**src/rtl/frame_sequencer.sv**
```systemverilog
// Frame sequencer: divides the system clock to frame events and walks the 8-step APU sequence.
// Latency: strobes, step and len_next_odd update on the clk edge where the event is seen (1 clk after evt).
// Backpressure: none; downstream units must consume each single-cycle strobe when it is high.
//
// Ports:
//   clk, rst_n      system clock, asynchronous active-low reset
//   apu_on          master enable level; low freezes the block at step 0
//   div_reset       one-cycle DIV write pulse; clears the prescaler (internal mode only)
//   ext_div_bit     DIV-APU bit, already synchronous to clk; falling edge = event (USE_EXT=1)
//   frame_tick      pulse on every frame event
//   length_tick     pulse on steps 0,2,4,6
//   sweep_tick      pulse on steps 2,6
//   env_tick        pulse on step 7
//   step            next step to execute
//   len_next_odd    step[0]; high means the next event will not clock length
module frame_sequencer #(
   parameter int DIVIDER = 8192,
   parameter int DIV_W   = 13,
   parameter bit USE_EXT = 1'b0
) (
   input  logic       clk,
   input  logic       rst_n,
   input  logic       apu_on,
   input  logic       div_reset,
   input  logic       ext_div_bit,
   output logic       frame_tick,
   output logic       length_tick,
   output logic       sweep_tick,
   output logic       env_tick,
   output logic [2:0] step,
   output logic       len_next_odd
);

   localparam logic [DIV_W-1:0] LP_LAST = DIV_W'(DIVIDER - 1);

   logic [DIV_W-1:0] r_presc;
   logic [2:0]       r_step;
   logic             r_ext_q;
   logic             r_frame;
   logic             r_len;
   logic             r_sweep;
   logic             r_env;

   logic             w_presc_last;
   logic             w_evt_int;
   logic             w_evt_ext;
   logic             w_evt;

   assign w_presc_last = (r_presc == LP_LAST);

   // A DIV write landing on the terminal count swallows that event.
   assign w_evt_int = apu_on & ~div_reset & w_presc_last;

   // Falling edge of the DIV-APU bit.
   assign w_evt_ext = apu_on & r_ext_q & ~ext_div_bit;

   assign w_evt = USE_EXT ? w_evt_ext : w_evt_int;

   always_ff @(posedge clk or negedge rst_n) begin
      if (!rst_n) begin
         r_presc <= '0;
         r_step  <= '0;
         r_ext_q <= 1'b0;
         r_frame <= 1'b0;
         r_len   <= 1'b0;
         r_sweep <= 1'b0;
         r_env   <= 1'b0;
      end else begin
         // Edge history is kept even while disabled so a re-enable does not see a stale level.
         r_ext_q <= ext_div_bit;
         if (!apu_on) begin
            r_presc <= '0;
            r_step  <= '0;
            r_frame <= 1'b0;
            r_len   <= 1'b0;
            r_sweep <= 1'b0;
            r_env   <= 1'b0;
         end else begin
            // In external mode the prescaler is parked at zero.
            if (USE_EXT || div_reset || w_presc_last) begin
               r_presc <= '0;
            end else begin
               r_presc <= r_presc + DIV_W'(1);
            end
            // Strobes are decoded from the step being executed, not the one that follows.
            r_frame <= w_evt;
            r_len   <= w_evt & ~r_step[0];
            r_sweep <= w_evt & ((r_step == 3'd2) | (r_step == 3'd6));
            r_env   <= w_evt & (r_step == 3'd7);
            if (w_evt) begin
               r_step <= r_step + 3'd1;
            end
         end
      end
   end

   assign frame_tick   = r_frame;
   assign length_tick  = r_len;
   assign sweep_tick   = r_sweep;
   assign env_tick     = r_env;
   assign step         = r_step;
   assign len_next_odd = r_step[0];

endmodule

```
**config.mk**
```make
export PLATFORM = sky130hd
export DESIGN_NAME = frame_sequencer
export DESIGN_NICKNAME = d
export VERILOG_FILES = /design/src/rtl/frame_sequencer.sv
export SDC_FILE = /design/constraint.sdc
export NUM_CORES = 1
export LEC_CHECK = 0
export ABC_AREA = 1
export ABC_CLOCK_PERIOD_IN_PS = 3100
export CORE_MARGIN = 1
export CORE_UTILIZATION = 55
export CTS_CLUSTER_DIAMETER = 30
export DETAILED_ROUTE_END_ITERATION = 12
export GPL_ROUTABILITY_DRIVEN = 0
export PLACE_DENSITY_LB_ADDON = 0.3
export SLEW_MARGIN = 20
export SYNTH_ARGS = -nofsm -noshare
export SYNTH_HDL_FRONTEND = slang
export SYNTH_SLANG_ARGS = --single-unit
```
**constraint.sdc**
```tcl
create_clock -name clk -period 3.1 [get_ports clk]
set_input_delay 0.62 -clock clk [delete_from_list [all_inputs] [get_ports clk]]
set_output_delay 0.62 -clock clk [all_outputs]
set_load 0.02 [all_outputs]
```
==> metrics.md, run 1 <==
| Metric | Value |
|---|---|
| Warnings, synthesis | 0 |
| Core Util, Final | 0.669 |
| Final setup TNS | 0 ps |
| Synthesized instance count | 111 |
| Initial Util | 0.584 |
| Core ar. | 1710 µm² |
| Top Ports | 13 |
| Crit path max fanout | 5 |
| Synth top area cells | dfrtp_1, nor2_1, nand3_1, inv_1, nand2_1 |
| CP Buf/Inv Count | 1 |
| Cts bufs inserted | 3 |
| Port Buffers | 11 |
| Vias | 734 |
| Seq/Total Area, Yosys | 0.502 |
| PostCTS Resize Cnt | 0 |
| Synthesized flop and latch total | 20 |
| Worst slew margin | 0.422 |
| GRT Util Overall | 0.201 |
| Die Wd | 44.6 µm |
| Worst Skew | 6.76 ps |
| Clk slew on worst S/H paths | 100 ps |
| Area post-placement | 1120 µm² |
| Final Max Tran Viols | 0 |
| Cell row count | 15 |
| CP Data Arrival Time | 1370 ps |
| Post-detailed-route count of antenna-violating nets | 0 |
| Via/cell ratio | 4.96 |
| Logic pwr share | 0.042 |
| Net switching power | 0.0837 mW |
| Clock Sinks | 20 |
| Critical path required time | 2480 ps |
| Leading area contributor after synthesis | dfrtp_1 |
| Post-synth top area share | 0.502 |
| CTS Buffer Depth | 2 |
| RSZ-0062 raised after global routing | no |
| Final WS setup | 1110 ps |
| Final instance area | 1140 µm² |
| PD cells | 347 nW/µm² |
| Final period util | 0.641 |
| Final setup vio count | 0 |
| Startpoint Class | register |
| Worst Tran Pin Value | 864 ps |
| WS Path Type | reg -> out |
| Post-synthesis cell area | 997 µm² |
| GR Overflow Total | 0 |
| Status | complete, no violations |
| Dpl cells | 145 |
| VDD IR max | 0.270 mV |
| Critical Path Max Stage Delay | 640 ps |
| Area grow syn2layout | 14.6% |
| Total Nets Final | 134 |
| First-pass GRT wire length | 2880 µm |
| Vias in the first global route | 689 |
| Crit end category | output port |
| Reg power frac | 0.663 |
| Sw Share | 0.211 |
| Share of cells above drive strength 1 | 0.106 |
| # H-tree levels | 1 |
| Die ar. | 1990 µm² |
| Worst min-delay path category | reg -> reg |
| Post-DP HPWL | 1290 µm |
| Setup Fix Bufs, Post-CTS | 0 |
| TritonCTS clock tree | built |
| Peak Freq | 0.503 GHz |
| Min Clock Period, post-route | 1990 ps |
| P_leak | 0.520 nW |
| Syn_nets | 120 |
| DRT Wirelength | 1660 µm |
| Leading cell type in the layout, fill and taps excluded | dfrtp_1 |
| Drt wl/cell | 11.2 µm |
| # DRC | 0 |
| CTS Root Cell | clkbuf_4 |
| Critical path's slowest cell | clkdlybuf4s50_1 |
| Initial antenna violation count | 0 |
| Syn Area/Cell | 8.98 µm² |
| Int Pwr | 0.313 mW |
| Skew-Pair Late Insertion Delay | 290 ps |
| Clock power frac | 0.295 |
| Commonest non-fill, non-tap cells in the layout | dfrtp_1, nor2_1, nand2_1, inv_1, nand3_1 |
| N_diodes | 0 |
| Pin count of the biggest net entering global routing | 21 |
| Pre-CTS setup slack | 1170 ps |
| Initial DRC count | 8 |
| Max-Cap Viols | 0 |
| Synth unique cells | 19 |
| First-pass detailed-route iteration total | 4 |
| Die Y | 44.6 µm |
| Post-CTS Hold Buffers | 0 |
| CP cell instances | clkdlybuf4s50_1 |
| Final Instance Count excl. Fillers | 148 |
| Final Hold Fails | 0 |
| CP top delay family | buffers and inverters |
==> routing by layer <==
metal,share of wire,vias to the layer above,wire length [µm],global-route usage
met5,0,-,0,0
met4,0.013,0,21,0.0727
met3,0.028,4,47,0.0245
met2,0.51,10,853,0.356
met1,0.44,339,734,0.249
li1,-,381,-,-
==> worst paths after layout <==
kind	start	endpoint	slack [ps]	depth (start not counted)
min in group asynchronous	rst_n	r_presc[5]	810	1
worst min-delay path	r_presc[0]	r_presc[0]	470	1
max in group asynchronous	rst_n	step[1]	1760	1
worst max register to register	r_presc[0]	r_presc[4]	1740	6
worst max-delay path	step[0]	len_next_odd	1110	1
worst min register to register	r_presc[0]	r_presc[0]	470	1
==> final cells by class <==
type / count / area, µm²
inverter: 15 / 56.3
clock buffer: 3 / 22.5
sequential: 20 / 500
timing repair buffer: 11 / 110
fill: 148 / 566
multi-input combinational: 74 / 422
tap: 25 / 31.3
==> flip-flops by register name, indices dropped and copies added, names as in the netlist <==
name,flops
r_presc,13
frame_tick,1
sweep_tick,1
step,3
length_tick,1
env_tick,1
==> worst reg2reg max path: stages, from the launching register on <==
cell     delay [ps]
dfrtp_1         380
ha_1            190
nand2_2         100
nor2_4          160
nand3_2         120
nand2_2         220
nor2_1           80
==> power by group through the flow <==
stage / sequential, mW / clock, mW / combinational (mW)
after floorplan: 0.268 / 0 / 0.00748
after global placement: 0.268 / 0 / 0.0168
after detailed placement: 0.268 / 0 / 0.0173
after CTS: 0.263 / 0.121 / 0.0173
after global routing: 0.263 / 0.125 / 0.0193
final: 0.263 / 0.117 / 0.0166
==> through the flow <==
step | hold slack (ps) | power, mW
finish | 470 | 0.396
global route | 516 | 0.408
CTS | 471 | 0.401
detailed placement | 458 | 0.285
global placement | 452 | 0.285
floorplan | 324 | 0.275
==> Yosys cell counts, drive strengths merged <==
cell type / count
inv: 15
xnor2: 1
nand4: 3
dfrtp: 20
buf: 2
nand3: 13
nor3: 4
xor2: 3
o21bai: 3
nand2: 18
nor2: 23
a21oi: 2
ha: 4
==> kinds of logic after synthesis <==
kind of cell,synth area share
adders and majority gates,0.0502
xor gates and xnor gates,0.0351
DFF,0.502
buffers and inverters,0.0753
AOI/OAI and AO/OA,0.0326
and+or+nand+nor,0.305
No activity file was read; power rests on OpenSTA's default activity.
==> run 2: changes to the inputs <==
Settings changed: ABC_CLOCK_PERIOD_IN_PS 3100 to 1800, CORE_UTILIZATION 55 to 47.
Clock period 3.1 ns to 1.8 ns, I/O delays scaled along.
==> run 2 against run 1 <==
  * Sequential power is 72% higher
  * Worst hold slack lost 91 ps
  * Via count decreased by 0.54%
  * Critical path depth did not move
  * Count of clock-buffer cells in the layout rose by 1
  * Register-to-register slack worse by 1300 ps
==> metrics.md, run 2 (same netlist as run 1, synthesis figures left out) <==
| Metric | Value |
|---|---|
| Status | complete, no violations |
| WS Path Type | reg -> out |
| Initial antenna violation count | 0 (unchanged) |
| Peak Freq | 0.575 GHz |
| Initial DRC count | 11 (+3) |
| Skew-Pair Late Insertion Delay | 310 ps (+20 ps) |
| Dpl cells | 148 (+2.1%) |
| Final setup vio count | 0 (unchanged) |
| Top Ports | 13 (unchanged) |
| Crit path max fanout | 5 (unchanged) |
| Commonest non-fill, non-tap cells in the layout | dfrtp_1, nor2_1, nand2_1, inv_1, nand3_1 |
| TritonCTS clock tree | built |
| Die Wd | 48.1 µm (+7.8%) |
| CP cell instances | clkdlybuf4s50_1 |
| CP top delay family | buffers and inverters |
| Sw Share | 0.220 (+0.00860) |
| VDD IR max | 0.467 mV (+73%) |
| Port Buffers | 11 (unchanged) |
| PostCTS Resize Cnt | 0 (unchanged) |
| Design Power | 0.750 mW (+89%) |
| PD cells | 643 nW/µm² (+86%) |
| First-pass GRT wire length | 2590 µm (-9.8%) |
| Cell row count | 16 (+1) |
| Post-detailed-route count of antenna-violating nets | 0 (unchanged) |
| Crit end category | output port |
| Final Instance Count excl. Fillers | 152 (+2.7%) |
| Worst Skew | 16.3 ps (+9.55 ps) |
| Min Clock Period, post-route | 1740 ps |
| CP Data Arrival Time | 1380 ps (about the same) |
| Cts bufs inserted | 3 (unchanged) |
| Total Nets Final | 135 (+0.75%) |
| Worst Tran Pin Value | 286 ps (-578 ps) |
| First-pass detailed-route iteration total | 3 (-1) |
| Critical path required time | 1440 ps (-1040 ps) |
| Clock power frac | 0.356 (+0.061) |
| Startpoint Class | register |
| Net switching power | 0.165 mW (+97%) |
| RSZ-0062 raised after global routing | no |
| # H-tree levels | 1 (unchanged) |
| Final Max Tran Viols | 0 (unchanged) |
| Core ar. | 1980 µm² (+16%) |
| Via/cell ratio | 4.80 (-3.2%) |
| Worst min-delay path category | in -> async |
| Area grow syn2layout | 16.9% |
| Initial Util | 0.503 (-0.0807) |
| Largest register FFs | 13 (unchanged) |
| Final Hold Fails | 0 (unchanged) |
| Post-DP HPWL | 1280 µm (-0.43%) |
| Logic pwr share | 0.041 (about the same) |
| Critical path's slowest cell | clkdlybuf4s50_1 |
| CP Buf/Inv Count | 1 (unchanged) |
| GR Overflow Total | 0 (unchanged) |
| Worst slew margin | 0.808 (+0.385) |
| CTS Buffer Depth | 2 (unchanged) |
| Post-CTS Hold Buffers | 0 (unchanged) |
| Top reg by flops | r_presc |
| Int Pwr | 0.585 mW (+87%) |
| P_leak | 0.532 nW (+2.3%) |
| Clock Sinks | 20 (unchanged) |
| Vias in the first global route | 627 (-9.0%) |
| Share of cells above drive strength 1 | 0.120 (+0.0143) |
| Reg power frac | 0.603 (-0.060) |
| Clk slew on worst S/H paths | 130 ps (+30 ps) |
| Critical Path Max Stage Delay | 630 ps (about the same) |
| Setup Fix Bufs, Post-CTS | 0 (unchanged) |
| GRT Util Overall | 0.161 (-0.0392) |
| CTS Root Cell | clkbuf_4 |
| Drt wl/cell | 11.4 µm (+1.9%) |
| Pin count of the biggest net entering global routing | 21 (unchanged) |
| N_diodes | 0 (unchanged) |
| Die Y | 48.1 µm (+7.8%) |
| Leading cell type in the layout, fill and taps excluded | dfrtp_1 |
| Die ar. | 2310 µm² (+16%) |
| DRT Wirelength | 1730 µm (+4.6%) |
| Final setup TNS | 0 ps (unchanged) |
| Max-Cap Viols | 0 (unchanged) |
| Final period util | 0.967 |
| # DRC | 0 (unchanged) |
| Vias | 730 (-0.54%) |
run 2: changes by cell type in the layout (fill, tap and decap cells not counted):
cell and change:
clkbuf_8 +1, buf_4 +1
run 2: metrics by stage:
| step | hold WS, ps | utilization | instance area (µm²) | worst slack [ps] |
|---|---|---|---|---|
| 4_1_cts | 392 | 0.588 | 1170 | 64.0 |
| 3_3_place_gp | 451 | 0.570 | 1130 | 184 |
| 6_report | 379 | 0.588 | 1170 | 59.7 |
| 2_1_floorplan | 64.4 | - | 997 | 588 |
| 3_5_place_dp | 462 | 0.570 | 1130 | 138 |
| 5_1_grt | 400 | 0.588 | 1170 | 25.4 |
run 2: cell type report:
type                            count  area (µm²)
Inverter                           15        56.3
Multi-Input combinational cell     74         422
Fill cell                         177         816
Tap cell                           27        33.8
Clock buffer                        4        36.3
Timing Repair Buffer               12         118
Sequential cell                    20         500
run 2: per-layer routing:
metal  wire (µm)  vias up  global-route usage
met4          28        0              0.0556
met3          39        5              0.0226
met2         807       12               0.273
met5           0        -                   0
li1            -      379                   -
met1         858      334               0.210
run 2: final timing paths:
kind / start / depth (start not counted) / slack (ps) / to
setup reg to reg: r_presc[0] / 6 / 430 / r_presc[2]
hold / removal: rst_n / 2 / 380 / r_presc[7]
hold reg to reg: r_presc[0] / 1 / 480 / r_presc[0]
min in group clk: r_presc[0] / 1 / 480 / r_presc[0]
setup / recovery: step[0] / 1 / 60 / step[0]
max in group asynchronous: rst_n / 2 / 1200 / r_presc[3]
run 2: power by group through the flow:
stage,Clock [mW],Sequential [mW],Combinational (mW)
finish,0.267,0.453,0.0305
global route,0.291,0.453,0.0346
CTS,0.269,0.453,0.0315
detailed placement,0,0.461,0.0316
global placement,0,0.461,0.0308
floorplan,0,0.461,0.0129
